$ cat src/rtl/rr_pkg.sv
// Shared definitions for the round-robin arbiter, its requester clients and benches.
//   NUM_REQ           : number of arbiter request ports
//   gnt_t             : encoded grant code
//   rr_client_state_e : requester-client FSM states
//   is_pow2()         : elaboration helper for parameter checks
package rr_pkg;

    localparam int unsigned NUM_REQ = 4;
    localparam int unsigned GNT_W   = 2;

    typedef logic [GNT_W-1:0] gnt_t;

    typedef enum logic [1:0] {
        IDLE = 2'd0,
        REQ  = 2'd1,
        GAP  = 2'd2
    } rr_client_state_e;

    // True for 1, 2, 4, 8, ...
    function automatic bit is_pow2(input int unsigned v);
        return (v != 0) && ((v & (v - 1)) == 0);
    endfunction

endpackage

$ cat src/rtl/rr_req_client_if.sv
// Bundle of the upstream beat, arbiter and granted-beat signals of one requester client.
//   master : the client (consumes upstream beats and grants, drives request and granted beats)
//   slave  : the environment (upstream source, arbiter, downstream sink)
interface rr_req_client_if #(
    parameter int unsigned DATA_W = 8,
    parameter int unsigned DEPTH  = 4
);
    import rr_pkg::*;

    logic                    in_valid;
    logic                    in_ready;
    logic [DATA_W-1:0]       in_data;
    logic                    in_last;
    logic                    arb_req;
    gnt_t                    arb_gnt;
    logic                    out_valid;
    logic [DATA_W-1:0]       out_data;
    logic                    out_last;
    gnt_t                    out_id;
    logic                    starve_err;
    logic [$clog2(DEPTH):0]  fifo_count;

    modport master (
        input  in_valid, in_data, in_last, arb_gnt,
        output in_ready, arb_req, out_valid, out_data, out_last, out_id,
               starve_err, fifo_count
    );

    modport slave (
        output in_valid, in_data, in_last, arb_gnt,
        input  in_ready, arb_req, out_valid, out_data, out_last, out_id,
               starve_err, fifo_count
    );

endinterface

$ cat src/rtl/rr_client_fifo.sv
// Synchronous beat FIFO for the requester client. Head is read combinationally
// from the read pointer; no write-to-read bypass, so a beat pushed into an empty
// FIFO is visible one cycle later.
//   arb_clk, arb_rst_n : clock, async active-low reset (clears pointers and count)
//   push, wr_data      : write request and entry (ignored when full)
//   pop                : read request (ignored when empty)
//   head_c             : entry at the read pointer
//   count              : occupancy 0..DEPTH
//   full_c, empty_c    : occupancy flags
module rr_client_fifo
    import rr_pkg::*;
#(
    parameter int unsigned WIDTH = 9,
    parameter int unsigned DEPTH = 4
) (
    input  logic                    arb_clk,
    input  logic                    arb_rst_n,
    input  logic                    push,
    input  logic [WIDTH-1:0]        wr_data,
    input  logic                    pop,
    output logic [WIDTH-1:0]        head_c,
    output logic [$clog2(DEPTH):0]  count,
    output logic                    full_c,
    output logic                    empty_c
);

    localparam int unsigned AW    = $clog2(DEPTH);
    localparam int unsigned CNT_W = AW + 1;

    if (!is_pow2(DEPTH) || (DEPTH < 2)) begin : g_bad_depth
        $error("rr_client_fifo: DEPTH must be a power of 2 and at least 2");
    end

    logic [WIDTH-1:0] mem [DEPTH];
    logic [AW-1:0]    wr_ptr;
    logic [AW-1:0]    rd_ptr;
    logic             do_push;
    logic             do_pop;

    assign full_c  = (count == CNT_W'(DEPTH));
    assign empty_c = (count == '0);
    assign do_push = push && !full_c;
    assign do_pop  = pop && !empty_c;
    assign head_c  = mem[rd_ptr];

    // Storage: contents are don't-care after reset.
    always_ff @(posedge arb_clk) begin
        if (do_push) begin
            mem[wr_ptr] <= wr_data;
        end
    end

    // Pointers wrap naturally at DEPTH (power of 2).
    always_ff @(posedge arb_clk or negedge arb_rst_n) begin
        if (!arb_rst_n) begin
            wr_ptr <= '0;
            rd_ptr <= '0;
            count  <= '0;
        end else begin
            if (do_push) begin
                wr_ptr <= wr_ptr + AW'(1);
            end
            if (do_pop) begin
                rd_ptr <= rd_ptr + AW'(1);
            end
            case ({do_push, do_pop})
                2'b10:   count <= count + CNT_W'(1);
                2'b01:   count <= count - CNT_W'(1);
                default: count <= count;
            endcase
        end
    end

endmodule

$ cat src/rtl/rr_req_client.sv
// Requester-side agent for the 4-port round-robin arbiter. Buffers upstream beats,
// requests the arbiter while work is queued, forwards one beat per qualified grant
// cycle, drops the request for one cycle after each packet's last beat and pulses
// starve_err when a non-empty request goes ungranted for MAX_WAIT cycles.
//   arb_clk, arb_rst_n : clock, async active-low reset
//   bus (master)       : in_valid/in_ready/in_data/in_last upstream beats,
//                        arb_req/arb_gnt arbiter handshake,
//                        out_valid/out_data/out_last/out_id granted beat strobe,
//                        starve_err watchdog pulse, fifo_count occupancy
module rr_req_client
    import rr_pkg::*;
#(
    parameter int unsigned CLIENT_ID = 0,
    parameter int unsigned DATA_W    = 8,
    parameter int unsigned DEPTH     = 4,
    parameter int unsigned MAX_WAIT  = 4
) (
    input  logic            arb_clk,
    input  logic            arb_rst_n,
    rr_req_client_if.master bus
);

    localparam int unsigned CNT_W  = $clog2(DEPTH) + 1;
    localparam int unsigned WAIT_W = (MAX_WAIT > 1) ? $clog2(MAX_WAIT) : 1;

    if (CLIENT_ID >= NUM_REQ) begin : g_bad_id
        $error("rr_req_client: CLIENT_ID out of range");
    end
    if (MAX_WAIT < 1) begin : g_bad_wait
        $error("rr_req_client: MAX_WAIT must be at least 1");
    end

    typedef struct packed {
        logic              last;
        logic [DATA_W-1:0] data;
    } entry_t;

    rr_client_state_e  state_q;
    rr_client_state_e  state_nxt;
    logic              req_q;
    logic              req_nxt;
    logic              arb_req_d;
    logic [WAIT_W-1:0] wait_cnt;
    logic [WAIT_W-1:0] wait_cnt_nxt;
    logic              starve_q;
    logic              starve_nxt;
    logic              out_valid_q;
    logic [DATA_W-1:0] out_data_q;
    logic [DATA_W-1:0] out_data_nxt;
    logic              out_last_q;
    logic              out_last_nxt;

    entry_t            wr_entry;
    entry_t            head_c;
    logic [CNT_W-1:0]  fifo_count;
    logic              fifo_full_c;
    logic              fifo_empty_c;
    logic              push_c;
    logic              beat_c;

    assign wr_entry = '{last: bus.in_last, data: bus.in_data};
    assign push_c   = bus.in_valid && !fifo_full_c;

    rr_client_fifo #(
        .WIDTH (DATA_W + 1),
        .DEPTH (DEPTH)
    ) u_fifo (
        .arb_clk   (arb_clk),
        .arb_rst_n (arb_rst_n),
        .push      (push_c),
        .wr_data   (wr_entry),
        .pop       (beat_c),
        .head_c    (head_c),
        .count     (fifo_count),
        .full_c    (fifo_full_c),
        .empty_c   (fifo_empty_c)
    );

    // arb_req_d screens out a default grant code in the first request cycle;
    // req_q screens out the trailing grant after release.
    assign beat_c = (state_q == REQ) && req_q && arb_req_d
                 && (bus.arb_gnt == gnt_t'(CLIENT_ID)) && !fifo_empty_c;

    // Next-state, request, watchdog and granted-beat output logic.
    always_comb begin
        state_nxt    = state_q;
        req_nxt      = 1'b0;
        wait_cnt_nxt = '0;
        starve_nxt   = 1'b0;
        out_data_nxt = out_data_q;
        out_last_nxt = out_last_q;

        if (beat_c) begin
            out_data_nxt = head_c.data;
            out_last_nxt = head_c.last;
        end

        case (state_q)
            IDLE: begin
                if (!fifo_empty_c) begin
                    state_nxt = REQ;
                    req_nxt   = 1'b1;
                end
            end
            REQ: begin
                req_nxt = 1'b1;
                if (beat_c) begin
                    if (head_c.last) begin
                        state_nxt = GAP;
                        req_nxt   = 1'b0;
                    end
                end else if (!fifo_empty_c) begin
                    if (wait_cnt == WAIT_W'(MAX_WAIT - 1)) begin
                        starve_nxt = 1'b1;
                    end else begin
                        wait_cnt_nxt = wait_cnt + WAIT_W'(1);
                    end
                end else begin
                    // Starved upstream mid-packet: hold the request, pause the watchdog.
                    wait_cnt_nxt = wait_cnt;
                end
            end
            GAP: begin
                state_nxt = IDLE;
            end
            default: begin
                state_nxt = IDLE;
            end
        endcase
    end

    // State and output registers.
    always_ff @(posedge arb_clk or negedge arb_rst_n) begin
        if (!arb_rst_n) begin
            state_q     <= IDLE;
            req_q       <= 1'b0;
            arb_req_d   <= 1'b0;
            wait_cnt    <= '0;
            starve_q    <= 1'b0;
            out_valid_q <= 1'b0;
            out_data_q  <= '0;
            out_last_q  <= 1'b0;
        end else begin
            state_q     <= state_nxt;
            req_q       <= req_nxt;
            arb_req_d   <= req_q;
            wait_cnt    <= wait_cnt_nxt;
            starve_q    <= starve_nxt;
            out_valid_q <= beat_c;
            out_data_q  <= out_data_nxt;
            out_last_q  <= out_last_nxt;
        end
    end

    assign bus.in_ready   = !fifo_full_c;
    assign bus.arb_req    = req_q;
    assign bus.out_valid  = out_valid_q;
    assign bus.out_data   = out_data_q;
    assign bus.out_last   = out_last_q;
    assign bus.out_id     = gnt_t'(CLIENT_ID);
    assign bus.starve_err = starve_q;
    assign bus.fifo_count = fifo_count;

endmodule

$ cat src/flat_wrapper.sv
// flat-port wrapper written by rule: the top's interface ports become plain ports
module rr_req_client_flat import rr_pkg::*;
#(
    parameter int unsigned CLIENT_ID = 0,
    parameter int unsigned DATA_W    = 8,
    parameter int unsigned DEPTH     = 4,
    parameter int unsigned MAX_WAIT  = 4
)
  (arb_clk, arb_rst_n, bus_in_valid, bus_in_data, bus_in_last, bus_arb_gnt, bus_in_ready, bus_arb_req, bus_out_valid, bus_out_data, bus_out_last, bus_out_id, bus_starve_err, bus_fifo_count);
  rr_req_client_if #(.DATA_W(DATA_W), .DEPTH(DEPTH)) bus_i ();
  input  logic arb_clk;
  input  logic arb_rst_n;
  input wire logic [$bits(bus_i.in_valid)-1:0] bus_in_valid;
  input wire logic [$bits(bus_i.in_data)-1:0] bus_in_data;
  input wire logic [$bits(bus_i.in_last)-1:0] bus_in_last;
  input wire logic [$bits(bus_i.arb_gnt)-1:0] bus_arb_gnt;
  output wire logic [$bits(bus_i.in_ready)-1:0] bus_in_ready;
  output wire logic [$bits(bus_i.arb_req)-1:0] bus_arb_req;
  output wire logic [$bits(bus_i.out_valid)-1:0] bus_out_valid;
  output wire logic [$bits(bus_i.out_data)-1:0] bus_out_data;
  output wire logic [$bits(bus_i.out_last)-1:0] bus_out_last;
  output wire logic [$bits(bus_i.out_id)-1:0] bus_out_id;
  output wire logic [$bits(bus_i.starve_err)-1:0] bus_starve_err;
  output wire logic [$bits(bus_i.fifo_count)-1:0] bus_fifo_count;
  assign bus_i.in_valid = bus_in_valid;
  assign bus_i.in_data = bus_in_data;
  assign bus_i.in_last = bus_in_last;
  assign bus_i.arb_gnt = bus_arb_gnt;
  assign bus_in_ready = bus_i.in_ready;
  assign bus_arb_req = bus_i.arb_req;
  assign bus_out_valid = bus_i.out_valid;
  assign bus_out_data = bus_i.out_data;
  assign bus_out_last = bus_i.out_last;
  assign bus_out_id = bus_i.out_id;
  assign bus_starve_err = bus_i.starve_err;
  assign bus_fifo_count = bus_i.fifo_count;
  rr_req_client #(.CLIENT_ID(CLIENT_ID), .DATA_W(DATA_W), .DEPTH(DEPTH), .MAX_WAIT(MAX_WAIT)) u_core (.arb_clk(arb_clk), .arb_rst_n(arb_rst_n), .bus(bus_i));
endmodule
$ cat config.mk
export PLATFORM = sky130hd
export DESIGN_NAME = rr_req_client_flat
export DESIGN_NICKNAME = d
export VERILOG_FILES = /design/src/rtl/rr_pkg.sv /design/src/rtl/rr_req_client_if.sv /design/src/rtl/rr_client_fifo.sv /design/src/rtl/rr_req_client.sv /design/src/flat_wrapper.sv
export SDC_FILE = /design/constraint.sdc
export NUM_CORES = 1
export LEC_CHECK = 0
export CAP_MARGIN = 20
export CORE_ASPECT_RATIO = 1.4
export CORE_MARGIN = 4
export CORE_UTILIZATION = 25
export DETAILED_ROUTE_END_ITERATION = 16
export PLACE_DENSITY = 0.56
export SETUP_SLACK_MARGIN = 0.15
export SLEW_MARGIN = 20
export SYNTH_ARGS = -nofsm -noshare
export SYNTH_HDL_FRONTEND = slang
export SYNTH_SLANG_ARGS = --single-unit
$ cat constraint.sdc
create_clock -name arb_clk -period 2 [get_ports arb_clk]
set_input_delay 0.5 -clock arb_clk [delete_from_list [all_inputs] [get_ports arb_clk]]
set_output_delay 0.5 -clock arb_clk [all_outputs]
set_load 0.01 [all_outputs]
# [Word level (Yosys, flattened, before mapping)]
# Memory sizes are Yosys's and may differ from the RTL's.
# Index checks and enable logic that the tools add are counted.
[classes] addsub=5 n_eq_ne=9 n_mux=19 n_reduce_logical=14
[ops] cell="two-way mux 2 bit" count=7
[ops] cell="two-way mux 1 bit" count=9
[ops] cell="logical AND 1 bit" count=7
[ops] cell="adder 2 x 1 -> 2 bit (second input constant)" count=3
[ops] cell="one-hot mux 3 bit (2 select lines)" count=1
[ops] cell="== test 2 x 1 -> 1 bit (second input constant)" count=2
[ops] cell="== test 2 bit (second input constant)" count=2
[ops] cell="logical NOT 2 bit" count=2
[ops] cell="!= test 2 x 1 -> 1 bit (second input constant)" count=2
[ops] cell="one-hot mux 2 bit (2 select lines)" count=1
[ops] cell="adder 3 x 1 -> 3 bit (second input constant)" count=1
[ops] cell="== test 3 bit (second input constant)" count=1
[ops] cell="logical NOT 3 bit" count=1
[ops] cell="!= test 3 bit (second input constant)" count=1
[ops] cell="AND reduction 3 bit" count=1
[ops] cell="subtractor 3 x 1 -> 3 bit (second input constant)" count=1
[ops] cell="logical NOT 1 bit" count=2
[ops] cell="!= test 2 bit (second input constant)" count=1
[ops] cell="one-hot mux 1 bit (2 select lines)" count=1
[ops] cell="nonzero test 2 bit" count=1
[totals] regBits=24 ramBits=36 inputBits=14 elab_cells=59 memories=1
[mem_list] memory="u_core.u_fifo.mem" words=4 word_bits=9 rd=1 rd_clocked_by_memory_dff=0 wr=1 line_no="rr_client_fifo.sv:34" text="logic [WIDTH-1:0] mem [DEPTH];"

# [Longest topological paths before layout]
# Gate-level depths: netlist of run 1.
[depth] depth_word=8 ltp_mapped=10 mapped_depth_nobuf=10

# [Hierarchy]
# A second synthesis of run 1 with hierarchy kept.
[unflattened] hier_cells=136 area_unflattened_um2=2483.6
[modules_own_cells] mod="rr_client_fifo" instances=1 cells_per_inst=84 area_per_inst_um2=1739.2 seq_area_each_um2=1256.2
[modules_own_cells] mod="rr_req_client" instances=1 cells_per_inst=52 area_per_inst_um2=744.5 seq_area_each_um2=425.4

# [Worst setup path after synthesis of run 1]
# No wires, ideal clock.
[synth_path] kind="input-to-reg" from="input bus_arb_gnt[1]" to="register u_core.u_fifo.count[2]" setup_time_ps=79 t_arrival_ps=2032 slack_ps=-112 stages=8 path_cell_list="or2_1 > nor4_1 > ha_1 > inv_1 > fa_1 > xor2_1 > nor2_1 > xor2_1"
[synth_between] elab_chain_len=6 word_cells_on_any_way=8
[synth_lines] element="from (decl)" line_no="flat_wrapper.sv:16" text="input wire logic [$bits(bus_i.arb_gnt)-1:0] bus_arb_gnt;"
[synth_lines] element="logical NOT 2 bit *" line_no="rr_req_client.sv:82" text="&& (bus.arb_gnt == gnt_t'(CLIENT_ID)) && !fifo_empty_c;"
[synth_lines] element="logical AND 1 bit * (2 in a row)" line_no="rr_req_client.sv:82"
[synth_lines] element="logical AND 1 bit *" line_no="rr_client_fifo.sv:43" text="assign do_pop = pop && !empty_c;"
[synth_lines] element="== test 2 x 1 -> 1 bit / == test 2 bit (equally long branches)" line_no="rr_client_fifo.sv:66" text="case ({do_push, do_pop})"
[synth_lines] element="one-hot mux 3 bit (2 select lines) / nonzero test 2 bit (equally long branches)"
[synth_lines] element="to (signal assigned)" line_no="rr_client_fifo.sv:67" text="2'b10: count <= count + CNT_W'(1);"
[synth_lines] element="to (signal assigned)" line_no="rr_client_fifo.sv:68" text="2'b01: count <= count - CNT_W'(1);"
[synth_lines] element="to (signal assigned)" line_no="rr_client_fifo.sv:69" text="default: count <= count;"
[synth_lines] element="to (decl)" line_no="rr_client_fifo.sv:22" text="output logic [$clog2(DEPTH):0] count,"
# Every way passes the cells marked *; elsewhere a longest branch is shown, timed or not.
# A chain may end at the register's enable or synchronous reset.

# [Final worst setup path of run 1]
[layout_path] from="input bus_in_valid" to="register u_core.u_fifo.count[2]"
[layout_between] elab_chain_len=4 word_cells_on_any_way=6
[layout_lines] element="from (decl)" line_no="flat_wrapper.sv:13" text="input wire logic [$bits(bus_i.in_valid)-1:0] bus_in_valid;"
[layout_lines] element="logical AND 1 bit *" line_no="rr_req_client.sv:62" text="assign push_c = bus.in_valid && !fifo_full_c;"
[layout_lines] element="logical AND 1 bit *" line_no="rr_client_fifo.sv:42" text="assign do_push = push && !full_c;"
[layout_lines] element="== test 2 x 1 -> 1 bit / == test 2 bit (equally long branches)" line_no="rr_client_fifo.sv:66"
[layout_lines] element="one-hot mux 3 bit (2 select lines) / nonzero test 2 bit (equally long branches)"
# Marked as above.

==> metrics.cfg, run 1 <==
[status]
outcome=finished, final reports clean

[floorplan]
ioPinCount=32
die_area_um2=11400
core_area_um2=9460
initial_utilization_pct=25.7
die_w_um=91.4
rows=42
die_h_um=125

[yosys]
synth_top_family_by_area=multiplexers
yosysTopAreaCell=edfxtp_1
synthTopCellsByCount=edfxtp_1, dfrtp_1, mux4_2, mux2_4
synth_xor_xnor_area_share_pct=2.47
synth_cell_type_count=33
synth-compound-area-share_pct=0.772
synth-simple-area-share_pct=7.00
synth.top_cell.area_share_pct=44.4
synth_top_flop_cell=edfxtp_1
synth.most_common_cell=edfxtp_1
synth_edf_count=36
ys_warn_count=0
muxShareOfSynthArea_pct=14.0
synth.yosys.seq_area_share_pct=69.1
ys_ff_latch=60
netlist_area_um2=2430
async_reset_ff_share_pct=40.0
synth_fa_ha_area_share_pct=3.91
syn_inst=133
netlist_top_cells_area=edfxtp_1, dfrtp_1, mux4_2, mux2_4, ha_1
synth_area_per_cell_um2=18.3

[placement]
gp_congestion=0.687
dp_cells=282
hpwl_um=2950
port_buffers=29

[sta]
drv_slew=0
min_period_ns=1.88
setup_viol=0
worstMarginPinSlew_ns=0.515
rsz0062_at_grt=yes
whs_ns=0.426
period_share_pct=94.2
hold_violations=0
finalSetupTns_ns=0
relSlewSlack_pct=65.7
skew_ns=0.00460
fmax_mhz=531

[setup_path]
cp-start-kind=primary input
worstPathMaxFanout=2
cp.arrival_ns=2.12
r2r-end=u_core.u_fifo.count[2]
ff2ff_path_depth=8
crit-reg2reg-launch=u_core.u_fifo.count[1]
end_kind=flop
r2r_slack_ns=0.13
critical_path_class=in2reg
required_ns=2.24

[cells_and_area]
diodes=0
final_cell_count_no_fill=304
multiInputGateArea_um2=732
fin_nets=210
regArea_um2=1690
fill_cells=920
area_delta_synth_final_pct=37.5
drive_above_1_share_pct=37.6

[cts]
cts_htree_levels=3
clockBufferDepth=2
numCtsBuffers=9
tritoncts=done
root_buffer=clkbuf_16
clock_latency_ns=0.32
numClockSinks=60
hold_buffers=0
clk_pin_slew_ns=0.05

[grt]
grt_max_degree=25
grt_pass1_wl_um=7110
antenna_found_initial=0
grt_overflow=0
groute.usage.overall_pct=8.34
grt_pass1_vias=1390

[worst_hold_path]
min_path_type=reg2reg
min_from=u_core.bus.arb_req
whs_path_depth=0
hold_end=u_core.arb_req_d

[power_and_ir_drop]
total_power_w=0.00520
ir_drop_uv=590
leakagePower_nw=1.30
power_density_nw_per_um2=1550

[routing]
ant_nets=0
routedWlPerCell_um=14.7
initialDrtViolationCount=46
drc_errors=0
via_per_inst=4.15
firstDrtPassIters=2
num_vias=1262
drt-total-wl_um=4480

[job]
cap_violations=0

-- metal layers --
metal | up-vias | global-route usage [%] | share of wire [%]
met2 | 27 | 14.4 | 53
met1 | 627 | 9.06 | 42
met3 | 4 | 3.08 | 4.6
li1 | 604 | - | -
met5 | - | 0 | 0
met4 | 0 | 3.73 | 1.2
-- worst max-delay path by stage --
stage	start	end	slack [ns]	cells past startpoint
floorplan	bus_arb_gnt[1]	u_core.u_fifo.count[2]	0.03	8
global placement	bus_arb_gnt[1]	u_core.u_fifo.count[2]	-0.41	9
detailed placement	bus_arb_gnt[1]	u_core.u_fifo.count[2]	-0.47	9
CTS	u_core.u_fifo.count[0]	u_core.u_fifo.count[2]	0.11	8
global route	bus_in_valid	u_core.u_fifo.count[2]	0.03	9
finish	bus_in_valid	u_core.u_fifo.count[2]	0.12	9
-- logic make-up after synthesis --
kind of cell,after synthesis
AO/OA/AOI/OAI,3
XOR/XNOR,6
AND/OR/NAND/NOR,26
multiplexers,19
other,1
adder cells (fa/ha/maj),7
flip-flops,60
buffers and inverters,11
-- worst max-delay path: stages --
cell	delay, ns
clkdlybuf4s50_1	0.42
and2_4	0.17
inv_1	0.05
ha_2	0.17
inv_2	0.04
fa_2	0.35
xor2_1	0.15
nor2_1	0.12
xor2_1	0.15
-- cell usage in the layout, fill, tap and decap left out, drive strengths merged, types with 2 or more instances in the layout --
cell | Yosys | routed
edfxtp | 36 | 36
clkdlybuf4s50 | 0 | 24
dfrtp | 24 | 24
buf | 4 | 22
clkbuf | 1 | 10
mux2 | 10 | 10
mux4 | 9 | 9
ha | 6 | 6
inv | 6 | 6
clkinv | 0 | 6
nand2 | 5 | 5
and3 | 4 | 4
nor3 | 4 | 4
nor2 | 3 | 3
xor2 | 3 | 3
xnor2 | 3 | 3
nor4 | 2 | 2
conb | 1 | 2
and2 | 2 | 2
-- stage by stage --
stage          utilization, %  worst slack, ns  cell area [um^2]
2_1_floorplan               -           0.0332              2460
3_3_place_gp             32.0           -0.408              3030
3_5_place_dp             32.0           -0.471              3030
4_1_cts                  35.3            0.108              3340
5_1_grt                  35.4           0.0251              3340
6_report                 35.4            0.116              3340
-- cell type report --
cell class / instances / area share (%)
Clock inverter: 7 / 1.01
Clock buffer: 9 / 6.73
Tap cell: 110 / 4.12
Inverter: 6 / 0.673
Timing Repair Buffer: 49 / 15.2
Multi-Input combinational cell: 63 / 21.9
Sequential cell: 60 / 50.4
-- flip-flops by register name (all words and copies together) (netlist names) --
signal                 count
u_core.state_q             2
u_core.u_fifo.wr_ptr       2
u_core.arb_req_d           1
u_core.bus.out_data        8
u_core.bus.arb_req         1
u_core.u_fifo.rd_ptr       2
u_core.wait_cnt            2
u_core.u_fifo.mem         36
u_core.u_fifo.count        3
u_core.bus.out_valid       1
u_core.bus.out_last        1
u_core.bus.starve_err      1
-- report_power, final --
part / total [W] / internal [W] / switching, W
clock network: 0.00132 / 0.000815 / 0.000505
registers: 0.00201 / 0.00172 / 0.000284
logic: 0.00187 / 0.00114 / 0.000736
total: 0.00520 / 0.00367 / 0.00152
-- timing repair --
action,in CTS,in global routing
setup endpoints to repair,6,4
gates resized for setup,16,3
pin swaps,9,0
hold endpoints to repair,0,0
buffers inserted,5,1
No activity file was read; power rests on OpenSTA's default activity.
==> run 2: changes to the inputs <==
- CORE_MARGIN: 4 -> unset
==> run 2 against run 1 <==
Effect of this change:
- sequential power is 2% lower
- largest cell class unchanged
- power grew 0.80%
- clock skew is 0.0020 ns higher
- design area rose by 0.11%
- setup slack worse by 0.050 ns
- register-to-register slack got worse by 0.06 ns
==> metrics.cfg, run 2 (synthesis gave the netlist of run 1 again) <==
[sta]
drv_slew=0
skew_ns=0.00662
hold_violations=0
relSlewSlack_pct=66.1
whs_ns=0.404
setup_ws_ns=0.0661
period_share_pct=96.7
worstMarginPinSlew_ns=0.508
setup_viol=0
rsz0062_at_grt=yes
min_period_ns=1.93
fmax_mhz=517

[cts]
numClockSinks=60
tritoncts=done
clock_latency_ns=0.32
clockBufferDepth=2
hold_buffers=0
root_buffer=clkbuf_16
numCtsBuffers=9
cts_htree_levels=3
clk_pin_slew_ns=0.05

[placement]
post-place-ws_ns=-0.458
gp_congestion=0.686
hpwl_um=3000
port_buffers=29

[setup_path]
cp.arrival_ns=2.18
worstPathMaxFanout=4
cp-start-kind=flop
r2r_slack_ns=0.07
end_kind=flop
critical_path_class=reg2reg
required_ns=2.24

[power_and_ir_drop]
leakagePower_nw=1.33
power_density_nw_per_um2=1570
ir_drop_uv=658

[cells_and_area]
largest_reg_flops=36
top_register=u_core.u_fifo.mem
fin_nets=215
area_delta_synth_final_pct=37.7
final_util_pct=35.4
diodes=0
drive_above_1_share_pct=37.4
layout_commonest_cell=edfxtp_1
layout_common_cells=edfxtp_1, clkdlybuf4s50_1, dfrtp_1, buf_4

[floorplan]
die_area_um2=10100
die_h_um=119
core_area_um2=9460
ioPinCount=32
initial_utilization_pct=25.7
rows=42
die_w_um=85.4

[routing]
num_vias=1302
ant_nets=0
initialDrtViolationCount=47
firstDrtPassIters=2
routedWlPerCell_um=14.5
drt-total-wl_um=4460
via_per_inst=4.23
drc_errors=0

[job]
cap_violations=0

[grt]
grt_pass1_wl_um=7100
grt_overflow=0
antenna_found_initial=0
groute.usage.overall_pct=9.88
grt_pass1_vias=1397
grt_max_degree=25

[status]
outcome=finished, final reports clean

[worst_hold_path]
min_path_type=reg2reg

## run 2: path summary, 6_finish.rpt
kind                                   startpoint                     end  cells past startpoint
max reg2reg                u_core.u_fifo.count[0]  u_core.u_fifo.count[2]                     10
max in group asynchronous               arb_rst_n  u_core.u_fifo.count[0]                      2
min in group asynchronous               arb_rst_n  u_core.bus.out_data[0]                      2
max                        u_core.u_fifo.count[0]  u_core.u_fifo.count[2]                     10
min reg2reg                    u_core.bus.arb_req        u_core.arb_req_d                      0
min                            u_core.bus.arb_req        u_core.arb_req_d                      0
## run 2: timing repair
| action | 4_1_cts | 5_1_grt |
|---|---|---|
| buffers inserted | 3 | 4 |
| endpoints found under the setup margin | 8 | 5 |
| pin swaps | 7 | 7 |
| gates resized for setup | 13 | 2 |
## run 2: cell type report
type                    count  area, um^2
clock buffers              13         270
clock inverters             2        8.76
fillers                   903        6110
inverters                   6        22.5
multi-input cells          63         727
flip-flops and latches     60        1680
well taps                 110         138
repair buffers             54         499
## run 2: critical path, stage by stage (launching register included)
cell     delay (ns)
dfrtp_2        0.43
inv_2          0.09
nand3_2        0.09
and2_1         0.18
inv_1          0.07
ha_2           0.18
inv_2          0.04
fa_2           0.32
xor2_1         0.16
nor2_1         0.13
xor2_1         0.15
## run 2: report_power, final
| group | switching, W | internal [W] |
|---|---|---|
| clock | 0.000490 | 0.000924 |
| sequential | 0.000240 | 0.00172 |
| combinational | 0.000771 | 0.00110 |
## run 2: per-stage QoR
stage               instance area [um^2]  total power (W)  instances  TNS [ns]
finish                              3350          0.00524        308         0
global route                        3350          0.00557        308   -0.0258
CTS                                 3320          0.00528        304         0
detailed placement                  3010          0.00378        286     -2.86
global placement                    3010          0.00375        286     -2.70
floorplan                           2460          0.00300        134         0
## run 2: routing by layer
layer | global-route usage, % | routed length (um) | vias up | part of all wire, %
li1 | - | - | 618 | -
met3 | 1.75 | 108 | 11 | 2.4
met4 | 7.81 | 163 | 0 | 3.7
met2 | 16.3 | 2300 | 27 | 52
met1 | 11.1 | 1890 | 646 | 42
met5 | 0 | 0 | - | 0
